<file path="src/rtl/mem_access_pkg.sv">
// Shared size codes, FSM state encoding and the alignment rule for the data-memory access unit.
package mem_access_pkg;

    localparam logic [1:0] SZ_BYTE = 2'b00;
    localparam logic [1:0] SZ_HALF = 2'b01;
    localparam logic [1:0] SZ_WORD = 2'b10;

    typedef enum logic [1:0] {
        S_IDLE = 2'b00,
        S_REQ  = 2'b01,
        S_DONE = 2'b10
    } state_t;

    // Size code 2'b11 is illegal and is reported through the same misalign path.
    function automatic logic is_misaligned(input logic [1:0] size, input logic [1:0] addr_lo);
        case (size)
            SZ_BYTE: return 1'b0;
            SZ_HALF: return addr_lo[0];
            SZ_WORD: return addr_lo != 2'b00;
            default: return 1'b1;
        endcase
    endfunction

endpackage

</file>
<file path="src/rtl/mem_access_ctrl_if.sv">
// Request/response and data-bus signals of the data-memory access unit.
// slave = the access unit itself; master = control FSM plus memory bus model.
interface mem_access_ctrl_if;

    logic        start;
    logic        mem_write;
    logic [1:0]  size;
    logic        load_signed;
    logic [31:0] addr;
    logic [31:0] wdata;
    logic [31:0] mem_data_out;
    logic        busy;
    logic        done;
    logic        misalign;
    logic        bus_timeout;
    logic        bus_req;
    logic        bus_we;
    logic [31:0] bus_addr;
    logic [3:0]  bus_be;
    logic [31:0] bus_wdata;
    logic [31:0] bus_rdata;
    logic        bus_ack;

    modport slave (
        input  start, mem_write, size, load_signed, addr, wdata, bus_rdata, bus_ack,
        output mem_data_out, busy, done, misalign, bus_timeout,
               bus_req, bus_we, bus_addr, bus_be, bus_wdata
    );

    modport master (
        output start, mem_write, size, load_signed, addr, wdata, bus_rdata, bus_ack,
        input  mem_data_out, busy, done, misalign, bus_timeout,
               bus_req, bus_we, bus_addr, bus_be, bus_wdata
    );

endinterface

</file>
<file path="src/rtl/load_align.sv">
// Picks the addressed byte/half out of a read word and sign- or zero-extends it to 32 bits.
// Latency: combinational.
// Backpressure: none.
module load_align
    import mem_access_pkg::*;
(
    input  logic [31:0] i_rdata,
    input  logic [1:0]  i_addr_lo,
    input  logic [1:0]  i_size,
    input  logic        i_signed,
    output logic [31:0] o_result
);

    logic [7:0]  w_byte;
    logic [15:0] w_half;

    always_comb begin
        w_byte = i_rdata[7:0];
        case (i_addr_lo)
            2'd0:    w_byte = i_rdata[7:0];
            2'd1:    w_byte = i_rdata[15:8];
            2'd2:    w_byte = i_rdata[23:16];
            default: w_byte = i_rdata[31:24];
        endcase
        w_half = i_addr_lo[1] ? i_rdata[31:16] : i_rdata[15:0];
    end

    always_comb begin
        o_result = i_rdata;
        case (i_size)
            SZ_BYTE: o_result = {{24{i_signed & w_byte[7]}}, w_byte};
            SZ_HALF: o_result = {{16{i_signed & w_half[15]}}, w_half};
            default: o_result = i_rdata;
        endcase
    end

endmodule

</file>
<file path="src/rtl/mem_access_ctrl.sv">
// Data-memory access unit: latches a load/store, runs one req/ack bus cycle, formats load data.
// Latency: done 2 cycles after start for a first-cycle ack; misaligned requests finish next cycle.
// Backpressure: bus_req held until bus_ack or TIMEOUT cycles; start ignored while not idle.
module mem_access_ctrl
    import mem_access_pkg::*;
#(
    parameter int TIMEOUT = 255
) (
    input  logic             clk,
    input  logic             reset,
    mem_access_ctrl_if.slave mif
);

    localparam logic [7:0] CNT_LAST = 8'(TIMEOUT - 1);

    state_t      r_state;
    state_t      w_next_state;
    logic        r_mem_write;
    logic        r_signed;
    logic        r_misalign;
    logic        r_timeout;
    logic [1:0]  r_size;
    logic [31:0] r_addr;
    logic [31:0] r_wdata;
    logic [31:0] r_mem_data;
    logic [7:0]  r_cnt;

    logic        w_bad_req;
    logic        w_ack_hit;
    logic        w_cnt_expired;
    logic        w_in_req;
    logic        w_in_done;
    logic [3:0]  w_be;
    logic [31:0] w_lanes;
    logic [31:0] w_load_data;

    assign w_bad_req = is_misaligned(mif.size, mif.addr[1:0]);

    always_ff @(posedge clk or posedge reset) begin
        if (reset) begin
            r_state <= S_IDLE;
        end else begin
            r_state <= w_next_state;
        end
    end

    // An ack on the last allowed cycle wins over the timeout.
    always_comb begin
        w_next_state  = r_state;
        w_ack_hit     = 1'b0;
        w_cnt_expired = 1'b0;
        case (r_state)
            S_IDLE: begin
                if (mif.start) begin
                    w_next_state = w_bad_req ? S_DONE : S_REQ;
                end
            end
            S_REQ: begin
                if (mif.bus_ack) begin
                    w_ack_hit    = 1'b1;
                    w_next_state = S_DONE;
                end else if (r_cnt == CNT_LAST) begin
                    w_cnt_expired = 1'b1;
                    w_next_state  = S_DONE;
                end
            end
            S_DONE:  w_next_state = S_IDLE;
            default: w_next_state = S_IDLE;
        endcase
    end

    always_ff @(posedge clk or posedge reset) begin
        if (reset) begin
            r_mem_write <= 1'b0;
            r_signed    <= 1'b0;
            r_misalign  <= 1'b0;
            r_timeout   <= 1'b0;
            r_size      <= SZ_BYTE;
            r_addr      <= '0;
            r_wdata     <= '0;
            r_mem_data  <= '0;
            r_cnt       <= '0;
        end else begin
            if (r_state == S_IDLE && mif.start) begin
                r_mem_write <= mif.mem_write;
                r_signed    <= mif.load_signed;
                r_size      <= mif.size;
                r_addr      <= mif.addr;
                r_wdata     <= mif.wdata;
                r_misalign  <= w_bad_req;
                r_timeout   <= 1'b0;
                r_cnt       <= '0;
            end
            if (r_state == S_REQ) begin
                r_cnt     <= r_cnt + 8'd1;
                r_timeout <= w_cnt_expired;
                if (w_ack_hit && !r_mem_write) begin
                    r_mem_data <= w_load_data;
                end
            end
        end
    end

    always_comb begin
        w_be    = 4'b1111;
        w_lanes = r_wdata;
        case (r_size)
            SZ_BYTE: begin
                w_be    = 4'b0001 << r_addr[1:0];
                w_lanes = {4{r_wdata[7:0]}};
            end
            SZ_HALF: begin
                w_be    = 4'b0011 << {r_addr[1], 1'b0};
                w_lanes = {2{r_wdata[15:0]}};
            end
            default: begin
                w_be    = 4'b1111;
                w_lanes = r_wdata;
            end
        endcase
    end

    load_align u_load_align (
        .i_rdata   (mif.bus_rdata),
        .i_addr_lo (r_addr[1:0]),
        .i_size    (r_size),
        .i_signed  (r_signed),
        .o_result  (w_load_data)
    );

    // Bus outputs are decoded from state so an async reset drops them without waiting for an edge.
    assign w_in_req  = (r_state == S_REQ);
    assign w_in_done = (r_state == S_DONE);

    assign mif.busy         = w_in_req;
    assign mif.bus_req      = w_in_req;
    assign mif.done         = w_in_done;
    assign mif.misalign     = w_in_done & r_misalign;
    assign mif.bus_timeout  = w_in_done & r_timeout;
    assign mif.bus_we       = w_in_req & r_mem_write;
    assign mif.bus_addr     = w_in_req ? {r_addr[31:2], 2'b00} : 32'h0;
    assign mif.bus_be       = w_in_req ? w_be : 4'b0000;
    assign mif.bus_wdata    = (w_in_req && r_mem_write) ? w_lanes : 32'h0;
    assign mif.mem_data_out = r_mem_data;

endmodule

</file>
<file path="src/flat_wrapper.sv">
// flat-port wrapper written by rule: the top's interface ports become plain ports
module mem_access_ctrl_flat import mem_access_pkg::*;
#(
    parameter int TIMEOUT = 255
)
  (clk, reset, mif_start, mif_mem_write, mif_size, mif_load_signed, mif_addr, mif_wdata, mif_bus_rdata, mif_bus_ack, mif_mem_data_out, mif_busy, mif_done, mif_misalign, mif_bus_timeout, mif_bus_req, mif_bus_we, mif_bus_addr, mif_bus_be, mif_bus_wdata);
  mem_access_ctrl_if mif_i ();
  input  logic clk;
  input  logic reset;
  input wire logic [$bits(mif_i.start)-1:0] mif_start;
  input wire logic [$bits(mif_i.mem_write)-1:0] mif_mem_write;
  input wire logic [$bits(mif_i.size)-1:0] mif_size;
  input wire logic [$bits(mif_i.load_signed)-1:0] mif_load_signed;
  input wire logic [$bits(mif_i.addr)-1:0] mif_addr;
  input wire logic [$bits(mif_i.wdata)-1:0] mif_wdata;
  input wire logic [$bits(mif_i.bus_rdata)-1:0] mif_bus_rdata;
  input wire logic [$bits(mif_i.bus_ack)-1:0] mif_bus_ack;
  output wire logic [$bits(mif_i.mem_data_out)-1:0] mif_mem_data_out;
  output wire logic [$bits(mif_i.busy)-1:0] mif_busy;
  output wire logic [$bits(mif_i.done)-1:0] mif_done;
  output wire logic [$bits(mif_i.misalign)-1:0] mif_misalign;
  output wire logic [$bits(mif_i.bus_timeout)-1:0] mif_bus_timeout;
  output wire logic [$bits(mif_i.bus_req)-1:0] mif_bus_req;
  output wire logic [$bits(mif_i.bus_we)-1:0] mif_bus_we;
  output wire logic [$bits(mif_i.bus_addr)-1:0] mif_bus_addr;
  output wire logic [$bits(mif_i.bus_be)-1:0] mif_bus_be;
  output wire logic [$bits(mif_i.bus_wdata)-1:0] mif_bus_wdata;
  assign mif_i.start = mif_start;
  assign mif_i.mem_write = mif_mem_write;
  assign mif_i.size = mif_size;
  assign mif_i.load_signed = mif_load_signed;
  assign mif_i.addr = mif_addr;
  assign mif_i.wdata = mif_wdata;
  assign mif_i.bus_rdata = mif_bus_rdata;
  assign mif_i.bus_ack = mif_bus_ack;
  assign mif_mem_data_out = mif_i.mem_data_out;
  assign mif_busy = mif_i.busy;
  assign mif_done = mif_i.done;
  assign mif_misalign = mif_i.misalign;
  assign mif_bus_timeout = mif_i.bus_timeout;
  assign mif_bus_req = mif_i.bus_req;
  assign mif_bus_we = mif_i.bus_we;
  assign mif_bus_addr = mif_i.bus_addr;
  assign mif_bus_be = mif_i.bus_be;
  assign mif_bus_wdata = mif_i.bus_wdata;
  mem_access_ctrl #(.TIMEOUT(TIMEOUT)) u_core (.clk(clk), .reset(reset), .mif(mif_i));
endmodule
</file>
<file path="config.mk">
export PLATFORM = sky130hd
export DESIGN_NAME = mem_access_ctrl_flat
export DESIGN_NICKNAME = d
export VERILOG_FILES = /design/src/rtl/mem_access_pkg.sv /design/src/rtl/mem_access_ctrl_if.sv /design/src/rtl/load_align.sv /design/src/rtl/mem_access_ctrl.sv /design/src/flat_wrapper.sv
export SDC_FILE = /design/constraint.sdc
export NUM_CORES = 1
export LEC_CHECK = 0
export ABC_AREA = 1
export ABC_CLOCK_PERIOD_IN_PS = 4910
export CAP_MARGIN = 20
export CORE_MARGIN = 5
export CORE_UTILIZATION = 30
export DETAILED_ROUTE_END_ITERATION = 8
export GPL_ROUTABILITY_DRIVEN = 0
export PLACE_DENSITY = 0.63
export RECOVER_POWER = 50
export REMOVE_ABC_BUFFERS = 1
export SETUP_SLACK_MARGIN = 0.05
export SLEW_MARGIN = 20
export SYNTH_ARGS = -nofsm -noshare
export SYNTH_HDL_FRONTEND = slang
export SYNTH_SLANG_ARGS = --single-unit
</file>
<file path="constraint.sdc">
create_clock -name clk -period 4.91 [get_ports clk]
set_clock_uncertainty 0.15 [all_clocks]
set_input_delay 0.982 -clock clk [delete_from_list [all_inputs] [get_ports clk]]
set_output_delay 0.982 -clock clk [all_outputs]
set_load 0.005 [all_outputs]
</file>
==> out/metrics.yaml <==
p_leak_uw: 0.003937
drcViolationCount: 0
clkTransAtPathRegs_ps: 80
yosysTopAreaCell: "dfrtp_1"
rsz0062_at_grt: "no"
drtIter0Drc: 385
grt.overflow.total: 0
start_util_pct: 30.26
ctsRootBufferMaster: "clkbuf_16"
synthTopCellsByCount: "239 x nand2_1, 112 x dfrtp_1, 98 x inv_1"
portBuffers: 207
postCtsSetupBuffers: 0
core_mm2: 0.01927
grt_usage_pct: 17.34
reg2reg_from: "u_core.r_state[0]$_DFFE_PP0P_"
drv_slew: 71
finalPower_uw: 3699
yosys_warnings: 0
finalHoldViolCount: 0
diodes: 0
synth_top_flop_cell: "dfrtp_1"
n_fill_cell: 1994
crit_path_top_delay_cell: "clkbuf_1"
endpoint_kind: "flip-flop"
nets: 1094
violations: "capacitance limit, slew limit"
relSlewSlack_pct: -29.68
drive_above_1_share_pct: 5.337
cts_tree: "built"
syn_area_mm2: 0.005831
critical_path.top_delay_family: "buffers and inverters"
io_pins: 210
dieArea_mm2: 0.02232
cts_hold_buf: 0
setup_violations: 0
synthCells: 804
path_class: "input port to flip-flop"
cts_resized: 0
vias: 5760
worstPathArrival_ps: 4150
drtPass1Iterations: 5
grt_pass1_wl_mm: 30.78
min-delay-start: "u_core.r_wdata[23]$_DFFE_PP0P_"
drt-total-wl_mm: 19.11
crit_buf_inv: 4
multiInputGateArea_mm2: 0.002417
die_x_um: 149.4
grt_pass1_vias: 5819
synthDistinctLibCells: 31
tightest_slew_ps: 1945
cts_sinks: 112
antenna_found_initial: 3
synth_edf_count: 0
die_h_um: 149.4
ys_ff_latch: 112
cts_buffers: 9
r2r_slack_ps: 1320
synth_top_area_share_pct: 48.07
placed_cell_area_mm2: 0.008094
rows: 51
status: "finished with violations"
detail-route-antenna-nets: 0
max_cap_viol_count: 2
vdd_drop_max_uv: 180.8
min_period_over_period_pct: 82.28
cp_max_fo: 41
whs_path_depth: 2
regArea_mm2: 0.002803
cp.required_ps: 5020
viasPerCell: 4.579
synth_area_leaders: "dfrtp_1 48%, nand2_1 15%, o21ai_0 6.8%"
period_needed_ps: 4040
clk-insertion-delay-late_ps: 360
critPathLaunchType: "input port"
grt_max_degree: 80
ys_seq_area_share_pct: 48.07
fmax_mhz: 247.5
yosysMostFrequentCell: "nand2_1"
hold_path.class: "flip-flop to flip-flop"
wl_per_cell_um: 15.19
post-route-util_pct: 43.40
cts_max_level: 3
synthArstFlopShare_pct: 100.0
cts_buffer_depth: 2
r2r_end: "u_core.mif.mem_data_out[30]$_DFFE_PP0P_"
crit_chain: "dlygate4sd3_1 -> nand3_1 -> clkbuf_1 -> inv_2 -> or2_2 -> nand2_1 -> inv_1"
hpwl_mm: 13.69
synthToLayoutAreaGrowth_pct: 43.45
syn_avg_cell_area_um2: 7.252
cp_slowest_stage_delay_ps: 1390
reg2reg_depth: 9
hold_end: "u_core.r_wdata[23]$_DFFE_PP0P_"
p_per_area_mw_per_mm2: 442.2
stdcell_area_mm2: 0.008364
## flip-flops by register name (all words and copies together) (netlist names)
register and flops:
u_core.r_mem_write 1, u_core.mif.mem_data_out 32, u_core.r_wdata 32, u_core.r_misalign 1
u_core.r_timeout 1, u_core.r_size 2, u_core.r_addr 32, u_core.r_cnt 8
u_core.r_state 2, u_core.r_signed 1
## power by group
part | internal, uW | total [uW] | switching, uW
clock network | 360 | 751 | 391
logic | 683 | 1500 | 816
registers | 1260 | 1450 | 192
total | 2300 | 3700 | 1400
## metrics by stage
stage	instances	hold slack, ps	worst slack [ps]	setup TNS (ps)
finish	1258	326.5	869.9	0
global route	1258	343.8	599.3	0
detailed placement	1242	309.2	1440	0
global placement	1242	305.1	1463	0
floorplan	762	291.7	-622.2	-12920
CTS	1258	330.1	1038	0
## per-layer routing
layer / part of all wire, % / GRT usage [%] / vias to the layer above
li1: - / - / 2871
met1: 43 / 22.25 / 2646
met2: 46 / 27.69 / 209
met3: 9.8 / 6.299 / 28
met4: 1.6 / 4.897 / 6
met5: 0.22 / 0 / -
## cells in the final DEF, fill, tap and decap left out, drive strengths merged, types with 13 or more instances in the layout
cell	count
dlygate4sd3	30
clkbuf	13
nand3	45
nand2	240
nor2	80
inv	111
o21ai	89
clkdlybuf4s50	177
a21oi	47
dfrtp	112
or2	17
## worst register-to-register path: cells and delay by family (launching register included)
kind	cells	cell delay, ps
buf+inv	5	2260
simple gates	4	660
flops	1	430
## cells by family (layout without fill, tap and decap cells)
logic type,Yosys count,in the layout,share of synthesized area (%)
adders and majority gates,2,2,0.4291
AOI/OAI and AO/OA,153,153,13.58
DFF,112,112,48.07
and+or+nand+nor,387,387,27.32
other,1,2,0.06432
buffers and inverters,149,337,10.54
## area by class of cell
class | count | share of cell area [%]
well taps | 265 | 3.964
flip-flops and latches | 112 | 33.51
multi-input cells | 544 | 28.90
inverters | 106 | 4.847
clock buffers | 10 | 2.737
repair buffers | 215 | 25.36
clock inverters | 6 | 0.6881
## worst max-delay path by stage
stage | from | endpoint | slack, ps | cells past startpoint
after floorplan | mif_start | u_core.r_misalign$_DFFE_PP0P_ | -620 | 4
after global placement | u_core.r_size[1]$_DFFE_PP0P_ | mif_bus_be[0] | 1460 | 7
after detailed placement | u_core.r_size[1]$_DFFE_PP0P_ | mif_bus_be[0] | 1440 | 7
after CTS | u_core.r_size[1]$_DFFE_PP0P_ | mif_bus_be[0] | 1040 | 7
after global routing | mif_bus_ack | u_core.mif.mem_data_out[29]$_DFFE_PP0P_ | 600 | 7
final | mif_bus_ack | u_core.mif.mem_data_out[30]$_DFFE_PP0P_ | 870 | 7
No activity file was read; power rests on OpenSTA's default activity.
